==> config.mk <==
export PLATFORM = sky130hd
export DESIGN_NAME = gpu_apb_cmd_master
export DESIGN_NICKNAME = d
export VERILOG_FILES = /design/src/rtl/gpu_pkg.sv /design/src/rtl/gpu_cmd_fifo.sv /design/src/rtl/gpu_apb_cmd_master.sv
export SDC_FILE = /design/constraint.sdc
export NUM_CORES = 1
export LEC_CHECK = 0
export CORE_ASPECT_RATIO = 1.25
export CORE_MARGIN = 1
export CORE_UTILIZATION = 55
export CTS_CLUSTER_SIZE = 24
export DETAILED_ROUTE_END_ITERATION = 10
export PLACE_DENSITY_LB_ADDON = 0.12
export SYNTH_ARGS = -nofsm -noshare
export SYNTH_HDL_FRONTEND = slang
export SYNTH_SLANG_ARGS = --single-unit
==> constraint.sdc <==
create_clock -name clk -period 5.2 [get_ports clk]
set_input_delay 1.04 -clock clk [delete_from_list [all_inputs] [get_ports clk]]
set_output_delay 1.04 -clock clk [all_outputs]
set_load 0.01 [all_outputs]
==> src/rtl/gpu_pkg.sv <==
// GPU command master shared types.
// Command bundle, APB FSM states and word packing.
package gpu_pkg;

   localparam int OPCODE_W = 4;
   localparam int PARAMS_W = 25;
   localparam int DATA_W   = 32;

   typedef struct packed {
      logic [OPCODE_W-1:0] opcode;
      logic [PARAMS_W-1:0] params;
   } gpu_cmd_t;

   typedef enum logic [1:0] {
      APB_IDLE,
      APB_SETUP,
      APB_ACCESS
   } apb_state_t;

   function automatic logic [DATA_W-1:0] pack_cmd(input gpu_cmd_t c);
      return {3'b000, c.params, c.opcode};
   endfunction

endpackage

==> src/rtl/gpu_cmd_fifo.sv <==
// Synchronous command FIFO.
// Exposes head and the entry behind it for back-to-back issue.
module gpu_cmd_fifo
   import gpu_pkg::*;
#(
   parameter int DEPTH = 4,
   localparam int AW = $clog2(DEPTH),
   localparam int LW = AW + 1
) (
   input  logic          clk,
   input  logic          n_rst,
   input  logic          i_push,
   input  gpu_cmd_t      i_data,
   input  logic          i_pop,
   output gpu_cmd_t      o_head,
   output gpu_cmd_t      o_head_nxt,
   output logic          o_full,
   output logic          o_empty,
   output logic [LW-1:0] o_level
);

   gpu_cmd_t        r_mem [DEPTH];
   logic [AW-1:0]   r_wr_ptr;
   logic [AW-1:0]   r_rd_ptr;
   logic [LW-1:0]   r_count;
   logic [AW-1:0]   w_rd_nxt;
   logic            w_push;
   logic            w_pop;

   assign o_full     = (r_count == LW'(DEPTH));
   assign o_empty    = (r_count == '0);
   assign o_level    = r_count;
   assign w_push     = i_push && !o_full;
   assign w_pop      = i_pop && !o_empty;
   assign w_rd_nxt   = r_rd_ptr + AW'(1);
   assign o_head     = r_mem[r_rd_ptr];
   assign o_head_nxt = r_mem[w_rd_nxt];

   // Storage array; writes only land in free slots so the head is never hit.
   always_ff @(posedge clk) begin
      if (w_push) r_mem[r_wr_ptr] <= i_data;
   end

   // Pointers and occupancy, cleared by reset.
   always_ff @(posedge clk or negedge n_rst) begin
      if (!n_rst) begin
         r_wr_ptr <= '0;
         r_rd_ptr <= '0;
         r_count  <= '0;
      end else begin
         if (w_push) r_wr_ptr <= r_wr_ptr + AW'(1);
         if (w_pop)  r_rd_ptr <= w_rd_nxt;
         unique case ({w_push, w_pop})
            2'b10:   r_count <= r_count + LW'(1);
            2'b01:   r_count <= r_count - LW'(1);
            default: r_count <= r_count;
         endcase
      end
   end

endmodule

==> src/rtl/gpu_apb_cmd_master.sv <==
// APB write master for the GPU command port.
// Buffers host commands, issues one two-phase write each.
module gpu_apb_cmd_master
   import gpu_pkg::*;
#(
   parameter int          DEPTH         = 4,
   parameter logic [31:0] GPU_BASE_ADDR = 32'h0000_0000,
   localparam int         LW            = $clog2(DEPTH) + 1
) (
   input  logic                clk,
   input  logic                n_rst,
   input  logic                cmd_valid_i,
   input  logic [OPCODE_W-1:0] cmd_opcode_i,
   input  logic [PARAMS_W-1:0] cmd_params_i,
   output logic                cmd_ready_o,
   input  logic                gpu_busy_i,
   output logic [31:0]         pAddr_o,
   output logic [31:0]         pDataWrite_o,
   output logic                pSel_o,
   output logic                pEnable_o,
   output logic                pWrite_o,
   output logic [LW-1:0]       level_o,
   output logic                idle_o
);

   apb_state_t  r_state;
   apb_state_t  w_next;
   logic        w_push;
   logic        w_pop;
   logic        w_full;
   logic        w_empty;
   gpu_cmd_t    w_cmd;
   gpu_cmd_t    w_head;
   gpu_cmd_t    w_head_nxt;
   logic [31:0] w_data_d;
   logic [31:0] r_addr;
   logic [31:0] r_data;
   logic        r_sel;
   logic        r_en;
   logic        r_wr;

   assign w_cmd       = '{opcode: cmd_opcode_i, params: cmd_params_i};
   assign cmd_ready_o = !w_full;
   assign w_push      = cmd_valid_i && cmd_ready_o;

   gpu_cmd_fifo #(.DEPTH(DEPTH)) u_fifo (
      .clk        (clk),
      .n_rst      (n_rst),
      .i_push     (w_push),
      .i_data     (w_cmd),
      .i_pop      (w_pop),
      .o_head     (w_head),
      .o_head_nxt (w_head_nxt),
      .o_full     (w_full),
      .o_empty    (w_empty),
      .o_level    (level_o)
   );

   // Transfer sequencing and next APB data word.
   always_comb begin
      w_next   = r_state;
      w_pop    = 1'b0;
      w_data_d = '0;
      unique case (r_state)
         APB_IDLE: begin
            if (!w_empty && !gpu_busy_i) begin
               w_next   = APB_SETUP;
               w_data_d = pack_cmd(w_head);
            end
         end
         APB_SETUP: begin
            w_next   = APB_ACCESS;
            w_data_d = r_data;
         end
         APB_ACCESS: begin
            w_pop = 1'b1;
            if (level_o > LW'(1) && !gpu_busy_i) begin
               w_next   = APB_SETUP;
               w_data_d = pack_cmd(w_head_nxt);
            end else begin
               w_next = APB_IDLE;
            end
         end
         default: w_next = APB_IDLE;
      endcase
   end

   // State and registered APB outputs.
   always_ff @(posedge clk or negedge n_rst) begin
      if (!n_rst) begin
         r_state <= APB_IDLE;
         r_addr  <= '0;
         r_data  <= '0;
         r_sel   <= 1'b0;
         r_en    <= 1'b0;
         r_wr    <= 1'b0;
      end else begin
         r_state <= w_next;
         r_data  <= w_data_d;
         r_sel   <= (w_next != APB_IDLE);
         r_wr    <= (w_next != APB_IDLE);
         r_en    <= (w_next == APB_ACCESS);
         r_addr  <= (w_next != APB_IDLE) ? GPU_BASE_ADDR : '0;
      end
   end

   assign pAddr_o      = r_addr;
   assign pDataWrite_o = r_data;
   assign pSel_o       = r_sel;
   assign pEnable_o    = r_en;
   assign pWrite_o     = r_wr;
   assign idle_o       = (level_o == '0) && (r_state == APB_IDLE);

endmodule
==> results of run 1 <==
[logic make-up (layout without fill, tap and decap cells)]
logic type	after synthesis	in the layout
AO/OA/AOI/OAI	33	33
XOR/XNOR	6	6
adder cells (fa/ha/maj)	8	8
buffers and inverters	72	117
flip-flops	155	155
multiplexers	59	59
other	1	35
AND/OR/NAND/NOR	77	77
[cells in the final DEF (no fill, tap or decap), types with 2 or more instances in the layout]
cell type | synthesis | routed
edfxtp_1 | 116 | 116
clkdlybuf4s50_1 | 0 | 68
mux4_2 | 58 | 58
dfrtp_1 | 39 | 37
nand2_1 | 35 | 35
conb_1 | 1 | 35
nand3_1 | 30 | 30
a32oi_1 | 29 | 29
clkbuf_16 | 0 | 18
buf_4 | 37 | 10
clkbuf_1 | 19 | 9
ha_1 | 8 | 8
inv_1 | 6 | 6
and2_1 | 4 | 4
xnor2_1 | 4 | 4
clkbuf_8 | 0 | 4
o21ai_0 | 2 | 2
xor2_1 | 2 | 2
[synth_stat cells, types with 5 or more instances]
cell,n
a32oi_1,29
buf_4,37
nand3_1,30
buf_2,5
edfxtp_1,116
dfrtp_1,39
inv_1,6
ha_1,8
clkbuf_1,19
nand2_1,35
mux4_2,58
[registers in the layout (all words and copies together) (netlist names)]
register	cells
pWrite_o	1
u_fifo.r_mem	116
u_fifo.r_rd_ptr	2
u_fifo.r_wr_ptr	2
pDataWrite_o	29
pEnable_o	1
r_state	1
u_fifo.o_level	3
[final timing paths]
path | depth (start not counted) | to | from
hold / removal | 2 | pDataWrite_o[25]$_DFFE_PN0P_ | pDataWrite_o[25]$_DFFE_PN0P_
setup reg to reg | 5 | u_fifo.r_mem[2][3]$_DFFE_PP_ | u_fifo.o_level[1]$_DFFE_PN0P_
max in group asynchronous | 1 | u_fifo.r_rd_ptr[1]$_DFFE_PN0P_ | n_rst
min in group asynchronous | 1 | pDataWrite_o[23]$_DFFE_PN0P_ | n_rst
setup / recovery | 6 | idle_o | u_fifo.o_level[1]$_DFFE_PN0P_
hold reg to reg | 2 | pDataWrite_o[25]$_DFFE_PN0P_ | pDataWrite_o[25]$_DFFE_PN0P_
[layer usage]
metal | part of all wire | vias to the layer above | track usage
met2 | 0.55 | 140 | 0.4059
met5 | 0 | - | 0
li1 | - | 1696 | -
met4 | 0.016 | 0 | 0.09114
met3 | 0.052 | 18 | 0.05215
met1 | 0.38 | 2042 | 0.2901
[worst max-delay path: cells and delay by family (launching register included)]
kind / cells / cell delay, ns
fa+ha+maj: 1 / 0.18
buf+inv: 3 / 0.93
flops: 1 / 0.43
simple gates: 2 / 0.25
[area by class of cell]
cell class | count | share of cell area
clock inverter | 1 | 0.0006073
inverter | 6 | 0.002733
clock buffer | 31 | 0.06544
sequential | 155 | 0.5418
timing repair buffer | 79 | 0.09232
tap | 164 | 0.02490
multi-input combinational | 218 | 0.2722
[power by group through the flow]
| stage | Combinational, mW | Clock, mW | Sequential, mW |
|---|---|---|---|
| after floorplan | 1.23 | 0 | 1.82 |
| after CTS | 1.57 | 1.13 | 1.94 |
| final | 1.55 | 1.12 | 1.93 |
| after global routing | 1.69 | 1.19 | 1.99 |
| after global placement | 1.53 | 0 | 1.94 |
| after detailed placement | 1.57 | 0 | 1.96 |
[stage by stage]
step	std cells	utilization	power, mW	hold WS (ns)	setup slack [ns]
finish	654	0.6683	4.606	0.4896	1.941
global route	654	0.6683	4.869	0.5168	1.769
CTS	654	0.6683	4.645	0.4901	1.901
detailed placement	622	0.6242	3.527	0.4753	2.042
global placement	622	0.6242	3.474	0.4710	2.175
floorplan	445	-	3.052	0.5242	2.624
==> impl_results.md, run 1 <==
* CP Launch Type: register
* Global-route wire length before repair at 22.09 mm
* Post-route cell area at 8240 µm²
* H-tree depth at 4
* Drt drc at 0
* Primary FF master, synth: edfxtp_1
* Pwr/cell area at 559.0 nW/µm²
* Sw Ratio at 0.3111
* Yosys top cell by area: edfxtp_1
* Cell Area, Synth at 7030 µm²
* Clock net sink count at 155
* Type of the most critical hold path: reg -> reg
* Leakage at 3.019 nW
* GRT Residual Overflow at 0
* Fmax at 0.3069 GHz
* Max incr delay on CP at 0.56 ns
* Yosys top cell area share at 0.4955
* Worst-skew pair later-pin latency at 0.41 ns
* Initial antenna violation count at 0
* XOR/XNOR Fraction of Synth Area at 0.007475
* All-Layer GR Usage at 0.2356
* Post-route minimum period at 3.259 ns
* Worst-path fanout max at 33
* Initial Util at 0.5702
* Area of the multi-input gates at 2243 µm²
* Die W at 103.1 µm
* Crit end category: output port
* Post-synth EDFFs at 116
* Post-synthesis sequential area ratio at 0.6343
* Die Ht at 128.4 µm
* Fill cells at 879
* Post-CTS Setup Inserts at 0
* Num rows at 45
* Drt first pass iters at 4
* Async SR Flop Fraction at 0.2516
* CORE AREA at 12330 µm²
* Synth unique cells at 28
* Simple-Gate Fraction of Synth Area at 0.05036
* Placed cell area at 7696 µm²
* Post-synthesis mux area share at 0.1872
* TritonCTS clock tree: done
* Part of the power in the clock network at 0.243
* Nets at 518
* Reg area at 4464 µm²
* Worst EP arrival at 2.22 ns
* Post_cts resized at 0
* N_diodes at 0
* Routed vias/inst at 5.957
* RSZ-0062 raised after global routing: false
* P_int at 3.173 mW
* Synth warnings at 0
* Share of cells above drive strength 1 at 0.1980
* Req. time, crit path at 4.16 ns
* P&R area growth vs syn at 17.21%
* Max cap viols at 0
* Initial drt markers at 233
* Seq pwr share at 0.420
* Vias in the first global route at 4098
* Outcome: finished, final reports clean
* WS Path Type: reg -> out
* PortBufs at 69
* Cts bufs inserted at 17
* FF-to-FF setup slack at 2.94 ns
* Largest cells by area after synthesis: edfxtp_1 (50%), mux4_2 (19%), dfrtp_1 (14%)
* Synth Register Bits at 155
* Post-synthesis adder-cell area fraction at 0.01424
* I/O Pins at 105
* Hold Buf Count CTS at 0
* Clk_skew at 0.006889 ns
* Full die area at 13240 µm²
* NetSw at 1.433 mW
* Final hold vios at 0
* Peak VDD IR at 425.3 µV
* Total Wirelength at 13.93 mm
* Critical path, cell by cell: inv_1 > ha_1 > nand2b_1 > buf_4 > nor3_1 > clkdlybuf4s50_1
* Worst-path clk slew at 0.06 ns
* Worst rel slew slack at 0.2291
* Routed wire per std cell at 21.30 µm
* Slew Viols, Final at 0
* Dpl hpwl at 7.748 mm
* Root buf cell: clkbuf_16
* Crit share post-route at 0.6267
* Complex-gate fraction of the synthesized area at 0.03969
* Mapped Avg Cell Area at 17.11 µm²
* Critical path's slowest cell: clkdlybuf4s50_1
* TNS Setup at 0 ns
* Largest family of logic cells by synthesized area: multiplexers
* Logic pwr share at 0.337
* Pin count of the biggest net entering global routing at 61
* Mapped Cells at 411
* Final setup vio count at 0
* Worst slew pin tran at 1.156 ns
* Antenna viol nets, final at 0
* Max Buffers Root-to-Sink at 2
* Via count at 3896
* GPL Wtd Cong at 0.6921
(Power assumes the default switching activity.)
==> inputs of run 2 (changes only) <==
CORE_UTILIZATION = 49   (was 55)
clock period = 2.7 ns   (was 5.2 ns; I/O delays follow)
==> impl_results.md, run 2 (same netlist as run 1, synthesis figures left out) <==
* NetSw at 2.921 mW (+100%)
* Die Ht at 135.9 µm (+5.9%)
* Worst-path clk slew at 0.06 ns (about the same)
* GPL Wtd Cong at 0.7296 (+5.4%)
* Peak VDD IR at 803.2 µV (+89%)
* PortBufs at 69 (unchanged)
* Full die area at 14830 µm² (+12%)
* Antenna viol nets, final at 0 (unchanged)
* Worst rel slew slack at 0.6331 (+0.4040)
* Drt first pass iters at 4 (unchanged)
* Clk_skew at 0.005789 ns (-0.001100 ns)
* Req. time, crit path at 2.16 ns (-2.00 ns)
* Post-CTS Setup Inserts at 0 (unchanged)
* Pin count of the biggest net entering global routing at 36 (-41%)
* Nets at 526 (+1.5%)
* Clock net sink count at 155 (unchanged)
* Logic pwr share at 0.372 (+0.035)
* Cts bufs inserted at 17 (unchanged)
* Worst slew pin tran at 0.5492 ns (-0.6071 ns)
* Die W at 109.1 µm (+5.8%)
* Type of the most critical hold path: in -> async
* Worst r2r src: u_fifo.o_level[1]$_DFFE_PN0P_
* Seq pwr share at 0.386 (-0.034)
* GRT Residual Overflow at 0 (unchanged)
* Slew Viols, Final at 0 (unchanged)
* Part of the power in the clock network at 0.241 (-0.002)
* H-tree depth at 4 (unchanged)
* Worst-skew pair later-pin latency at 0.42 ns (about the same)
* WS Path Type: reg -> out
* Post-route cell area at 8422 µm² (+2.2%)
* TNS Setup at 0 ns (unchanged)
* Hold Buf Count CTS at 0 (unchanged)
* Max cap viols at 0 (unchanged)
* P&R area growth vs syn at 19.79%
* Placed cell area at 7870 µm² (+2.3%)
* Vias in the first global route at 4069 (-0.71%)
* Drt drc at 0 (unchanged)
* Sw Ratio at 0.3206 (+0.009559)
* All-Layer GR Usage at 0.2086 (-0.02701)
* Worst-path fanout max at 5 (-85%)
* Final setup vio count at 0 (unchanged)
* Share of cells above drive strength 1 at 0.2254 (+0.02739)
* Max Buffers Root-to-Sink at 2 (unchanged)
* RSZ-0062 raised after global routing: false
* Fmax at 0.4063 GHz
* Commonest non-fill, non-tap cell in the layout: edfxtp_1
* Leakage at 3.084 nW (+2.1%)
* N_diodes at 0 (unchanged)
* Via count at 3999 (+2.6%)
* Post_cts resized at 0 (unchanged)
* Num rows at 48 (+6.7%)
* Root buf cell: clkbuf_16
* Final hold vios at 0 (unchanged)
* FF-to-FF setup slack at 0.67 ns (-2.27 ns)
* Outcome: finished, final reports clean
* CORE AREA at 13930 µm² (+13%)
* Most frequent cells in the layout: edfxtp_1 (116), clkdlybuf4s50_1 (68), mux4_2 (58)
* Global-route wire length before repair at 22.29 mm (+0.91%)
* TritonCTS clock tree: done
* Post-route minimum period at 2.461 ns
* I/O Pins at 105 (unchanged)
* Dpl hpwl at 8.432 mm (+8.8%)
* Crit share post-route at 0.9115
* Initial antenna violation count at 0 (unchanged)
* CP Launch Type: register
* Total Wirelength at 14.25 mm (+2.3%)
* P_int at 6.189 mW (+95%)
* Initial Util at 0.5046 (-0.06559)
* Biggest register: u_fifo.r_mem
* Initial drt markers at 312 (+34%)
* Largest register FFs at 116 (unchanged)
* Worst EP arrival at 1.92 ns (-0.30 ns)
* Crit end category: output port
* Pwr/cell area at 1082 nW/µm² (+94%)
* Routed vias/inst at 5.951 (-0.11%)
* Cells on worst reg2reg path at 7 (+2)
* Reg-to-Reg End: u_fifo.o_level[2]$_DFFE_PN0P_
* Routed wire per std cell at 21.20 µm (-0.47%)
==> run 2: cell types whose count changed in the layout (fill, tap and decap cells not counted) <==
cell	delta
clkinv_4	+5
clkinv_1	+1
clkinvlp_4	+4
buf_12	+8
clkbuf_1	-9
bufinv_16	+1
clkbuf_16	-1
inv_6	+1
clkbuf_8	-4
clkinv_2	+1
==> run 2: worst max-delay path by stage <==
stage	from	to	slack, ns	cells past startpoint
floorplan	u_fifo.o_level[0]$_DFFE_PN0P_	u_fifo.r_mem[0][0]$_DFFE_PP_	0.44	4
global placement	cmd_valid_i	u_fifo.r_mem[1][26]$_DFFE_PP_	0.43	4
detailed placement	cmd_valid_i	u_fifo.o_level[2]$_DFFE_PN0P_	0.36	6
CTS	u_fifo.o_level[1]$_DFFE_PN0P_	idle_o	0.19	5
global route	u_fifo.o_level[1]$_DFFE_PN0P_	idle_o	0.11	5
finish	u_fifo.o_level[1]$_DFFE_PN0P_	idle_o	0.24	5
==> run 2: per-stage QoR <==
step | hold WS, ns | power [mW] | utilization | std cells | setup slack, ns
floorplan | 0.2444 | 5.878 | - | 445 | 0.4426
global placement | 0.4719 | 6.907 | 0.5648 | 641 | 0.4252
detailed placement | 0.4739 | 6.983 | 0.5648 | 641 | 0.3572
CTS | 0.1053 | 9.202 | 0.6044 | 672 | 0.1919
global route | 0.1313 | 9.591 | 0.6044 | 672 | 0.1146
finish | 0.1002 | 9.111 | 0.6044 | 672 | 0.2390
==> run 2: critical path, stage by stage, from the launching register on <==
cell and delay, ns:
dfrtp_1 0.43, inv_1 0.10, ha_1 0.18, nand2b_1 0.09, nor3_1 0.14, clkdlybuf4s50_1 0.56
==> run 2: area by class of cell <==
type / instances / area [µm²]
Clock buffer: 17 / 425.4
Multi-Input combinational cell: 218 / 2243
Timing Repair Buffer: 87 / 920.9
Clock inverter: 14 / 126.4
Tap cell: 175 / 219.0
Inverter: 6 / 22.52
Sequential cell: 155 / 4464
Fill cell: 1025 / 5512
==> run 2: power groups by stage <==
stage	Combinational (mW)	Clock, mW	Sequential (mW)
global placement	3.38	0	3.53
detailed placement	3.43	0	3.55
finish	3.39	2.20	3.52
floorplan	2.37	0	3.50
CTS	3.44	2.24	3.52
global route	3.67	2.34	3.58
==> run 2: routing by layer <==
| layer | vias up | global-route usage | wire length, µm |
|---|---|---|---|
| li1 | 1721 | - | - |
| met5 | - | 0 | 0 |
| met2 | 152 | 0.3417 | 7311 |
| met3 | 17 | 0.04986 | 784 |
| met4 | 0 | 0.06532 | 182 |
| met1 | 2109 | 0.2753 | 5969 |
==> inputs of run 3 (changes only) <==
CORE_MARGIN = 2   (was 1)
==> impl_results.md, run 3 (same netlist as run 1, synthesis figures left out) <==
* Outcome: finished, final reports clean
* Final Power at 9.412 mW (+3.3%)
* Post-CTS Setup Inserts at 0 (unchanged)
* Crit share post-route at 0.9153 (+0.003869)
* Drt first pass iters at 4 (unchanged)
* Worst slew pin tran at 0.6391 ns (+0.08989 ns)
* Post-route minimum period at 2.471 ns (+0.01045 ns)
* Nets at 528 (+0.38%)
* Final setup vio count at 0 (unchanged)
* Max incr delay on CP at 0.57 ns (about the same)
* WP buf/inv at 2 (unchanged)
* Routed wl met3 at 665 µm (-15%)
* Worst-path clk slew at 0.06 ns (about the same)
* N_diodes at 0 (unchanged)
* Antenna viol nets, final at 0 (unchanged)
* Placed cell area at 7873 µm² (about the same)
* Worst-skew pair later-pin latency at 0.41 ns (about the same)
* Hold Buf Count CTS at 0 (unchanged)
* Share of cells above drive strength 1 at 0.2280 (+0.002648)
* Initial drt markers at 212 (-32%)
* Initial antenna violation count at 0 (unchanged)
* Post-route setup slack at 0.2286 ns (-0.01045 ns)
* Type of the most critical hold path: in -> async
* Slew Viols, Final at 0 (unchanged)
* All-Layer GR Usage at 0.2035 (-0.005099)
* WS Path Type: reg -> out
* Post-route cell area at 8494 µm² (+0.86%)
* Stages on the worst setup path at 5 (unchanged)
* Worst rel slew slack at 0.5730 (-0.06006)
* Worst EP arrival at 1.93 ns (about the same)
* Num rows at 48 (unchanged)
* Reg-to-Reg End: u_fifo.r_mem[1][20]$_DFFE_PP_
* CP Launch Type: register
* Total Wirelength at 14.58 mm (+2.3%)
* Vias in the first global route at 4202 (+3.3%)
* Initial Util at 0.5046 (unchanged)
* Clk_skew at 0.009468 ns (+0.003679 ns)
* GPL Wtd Cong at 0.7027 (-3.7%)
* Pin count of the biggest net entering global routing at 35 (-2.8%)
* Worst-path fanout max at 4 (-1)
* M1 WL at 5.758 mm (-3.5%)
* GRT Residual Overflow at 0 (unchanged)
* Uppermost layer routed: met4
* Peak VDD IR at 653.7 µV (-19%)
* Dpl hpwl at 9.132 mm (+8.3%)
* TritonCTS clock tree: done
* Die W at 111.1 µm (+1.8%)
* Via count at 3950 (-1.2%)
* TNS Setup at 0 ns (unchanged)
* Routed met2 length at 8.002 mm (+9.5%)
* Setup WS pre-CTS at 0.3339 ns (-0.02333 ns)
* P&R area growth vs syn at 20.82%
* Largest register FFs at 116 (unchanged)
* Cts bufs inserted at 17 (unchanged)
* Biggest register: u_fifo.r_mem
* Commonest non-fill, non-tap cell in the layout: edfxtp_1
* Crit end category: output port
* Critical path, cell by cell: inv_1 > ha_1 > nand2b_1 > nor3_1 > clkdlybuf4s50_1
* Clock net sink count at 155 (unchanged)
* FF-to-FF setup slack at 0.63 ns (-0.04 ns)
* Cells on worst reg2reg path at 5 (-2)
* Die Ht at 137.9 µm (+1.5%)
* Max Buffers Root-to-Sink at 2 (unchanged)
* Fmax at 0.4046 GHz (-0.42%)
* Pwr/cell area at 1108 nW/µm² (+2.4%)
* Setup crit start: u_fifo.o_level[0]$_DFFE_PN0P_
* Setup crit end: idle_o
* Routed wire per std cell at 21.60 µm (+1.9%)
* Full die area at 15330 µm² (+3.3%)
* Critical path's slowest cell: clkdlybuf4s50_1
* Req. time, crit path at 2.16 ns (about the same)
* Max cap viols at 0 (unchanged)
* Final hold vios at 0 (unchanged)
* Worst r2r src: u_fifo.o_level[0]$_DFFE_PN0P_
* Most frequent cells in the layout: edfxtp_1 (116), clkdlybuf4s50_1 (68), mux4_2 (58)
* Routed vias/inst at 5.852 (-1.7%)
* Drt drc at 0 (unchanged)
* I/O Pins at 105 (unchanged)
* Root buf cell: clkbuf_16
* CORE AREA at 13930 µm² (unchanged)
* Leakage at 3.117 nW (+1.1%)
* Post_cts resized at 0 (unchanged)
* CP top delay family: buffers and inverters
* RSZ-0062 raised after global routing: false
* Global-route wire length before repair at 23.33 mm (+4.7%)
* PortBufs at 69 (unchanged)
* H-tree depth at 4 (unchanged)
-- run 3: cell count changes in the layout (fill, tap and decap cells not counted), sizes merged --
cell,delta
inv,+1
buf,+2
bufinv,+3
clkinv,-4
clkinvlp,+1
-- run 3: worst reg2reg max path, delay by kind of cell, from the launching register on --
family,cells,cell delay [ns]
and+or+nand+nor,1,0.30
adders and majority gates,1,0.23
DFF,1,0.41
buffers and inverters,2,0.30
AOI/OAI and AO/OA,1,0.54
-- run 3: worst min path at each step --
stage,end,from,slack (ns),depth (start not counted)
2_1_floorplan,pDataWrite_o[0]$_DFFE_PN0P_,n_rst,0.24,0
3_3_place_gp,pDataWrite_o[26]$_DFFE_PN0P_,pDataWrite_o[26]$_DFFE_PN0P_,0.47,2
3_5_place_dp,pDataWrite_o[15]$_DFFE_PN0P_,pDataWrite_o[15]$_DFFE_PN0P_,0.48,2
4_1_cts,pDataWrite_o[26]$_DFFE_PN0P_,n_rst,0.06,1
5_1_grt,pDataWrite_o[6]$_DFFE_PN0P_,n_rst,0.07,1
6_report,pDataWrite_o[26]$_DFFE_PN0P_,n_rst,0.06,1
-- run 3: cell type report --
| class | count | area (µm²) |
|---|---|---|
| Fill cell | 1022 | 5439 |
| Inverter | 6 | 22.52 |
| Clock buffer | 17 | 425.4 |
| Multi-Input combinational cell | 218 | 2243 |
| Tap cell | 175 | 219.0 |
| Sequential cell | 155 | 4464 |
| Clock inverter | 15 | 196.4 |
| Timing Repair Buffer | 89 | 923.4 |
-- run 3: layer usage --
layer  up-vias  global-route usage
met3        12             0.04502
met5         -                   0
li1       1728                   -
met2       127              0.3698
met1      2083              0.2497
met4         0             0.05556
-- run 3: stage by stage --
stage	instances	util	hold WS (ns)
2_1_floorplan	445	-	0.2444
3_3_place_gp	643	0.5650	0.4717
3_5_place_dp	643	0.5650	0.4762
4_1_cts	675	0.6096	0.06034
5_1_grt	675	0.6096	0.06830
6_report	675	0.6096	0.05700
-- run 3: where the power goes --
part	internal, mW	switching, mW
sequential	3.18	0.433
clock	1.54	0.929
combinational	1.75	1.57
total	6.48	2.94
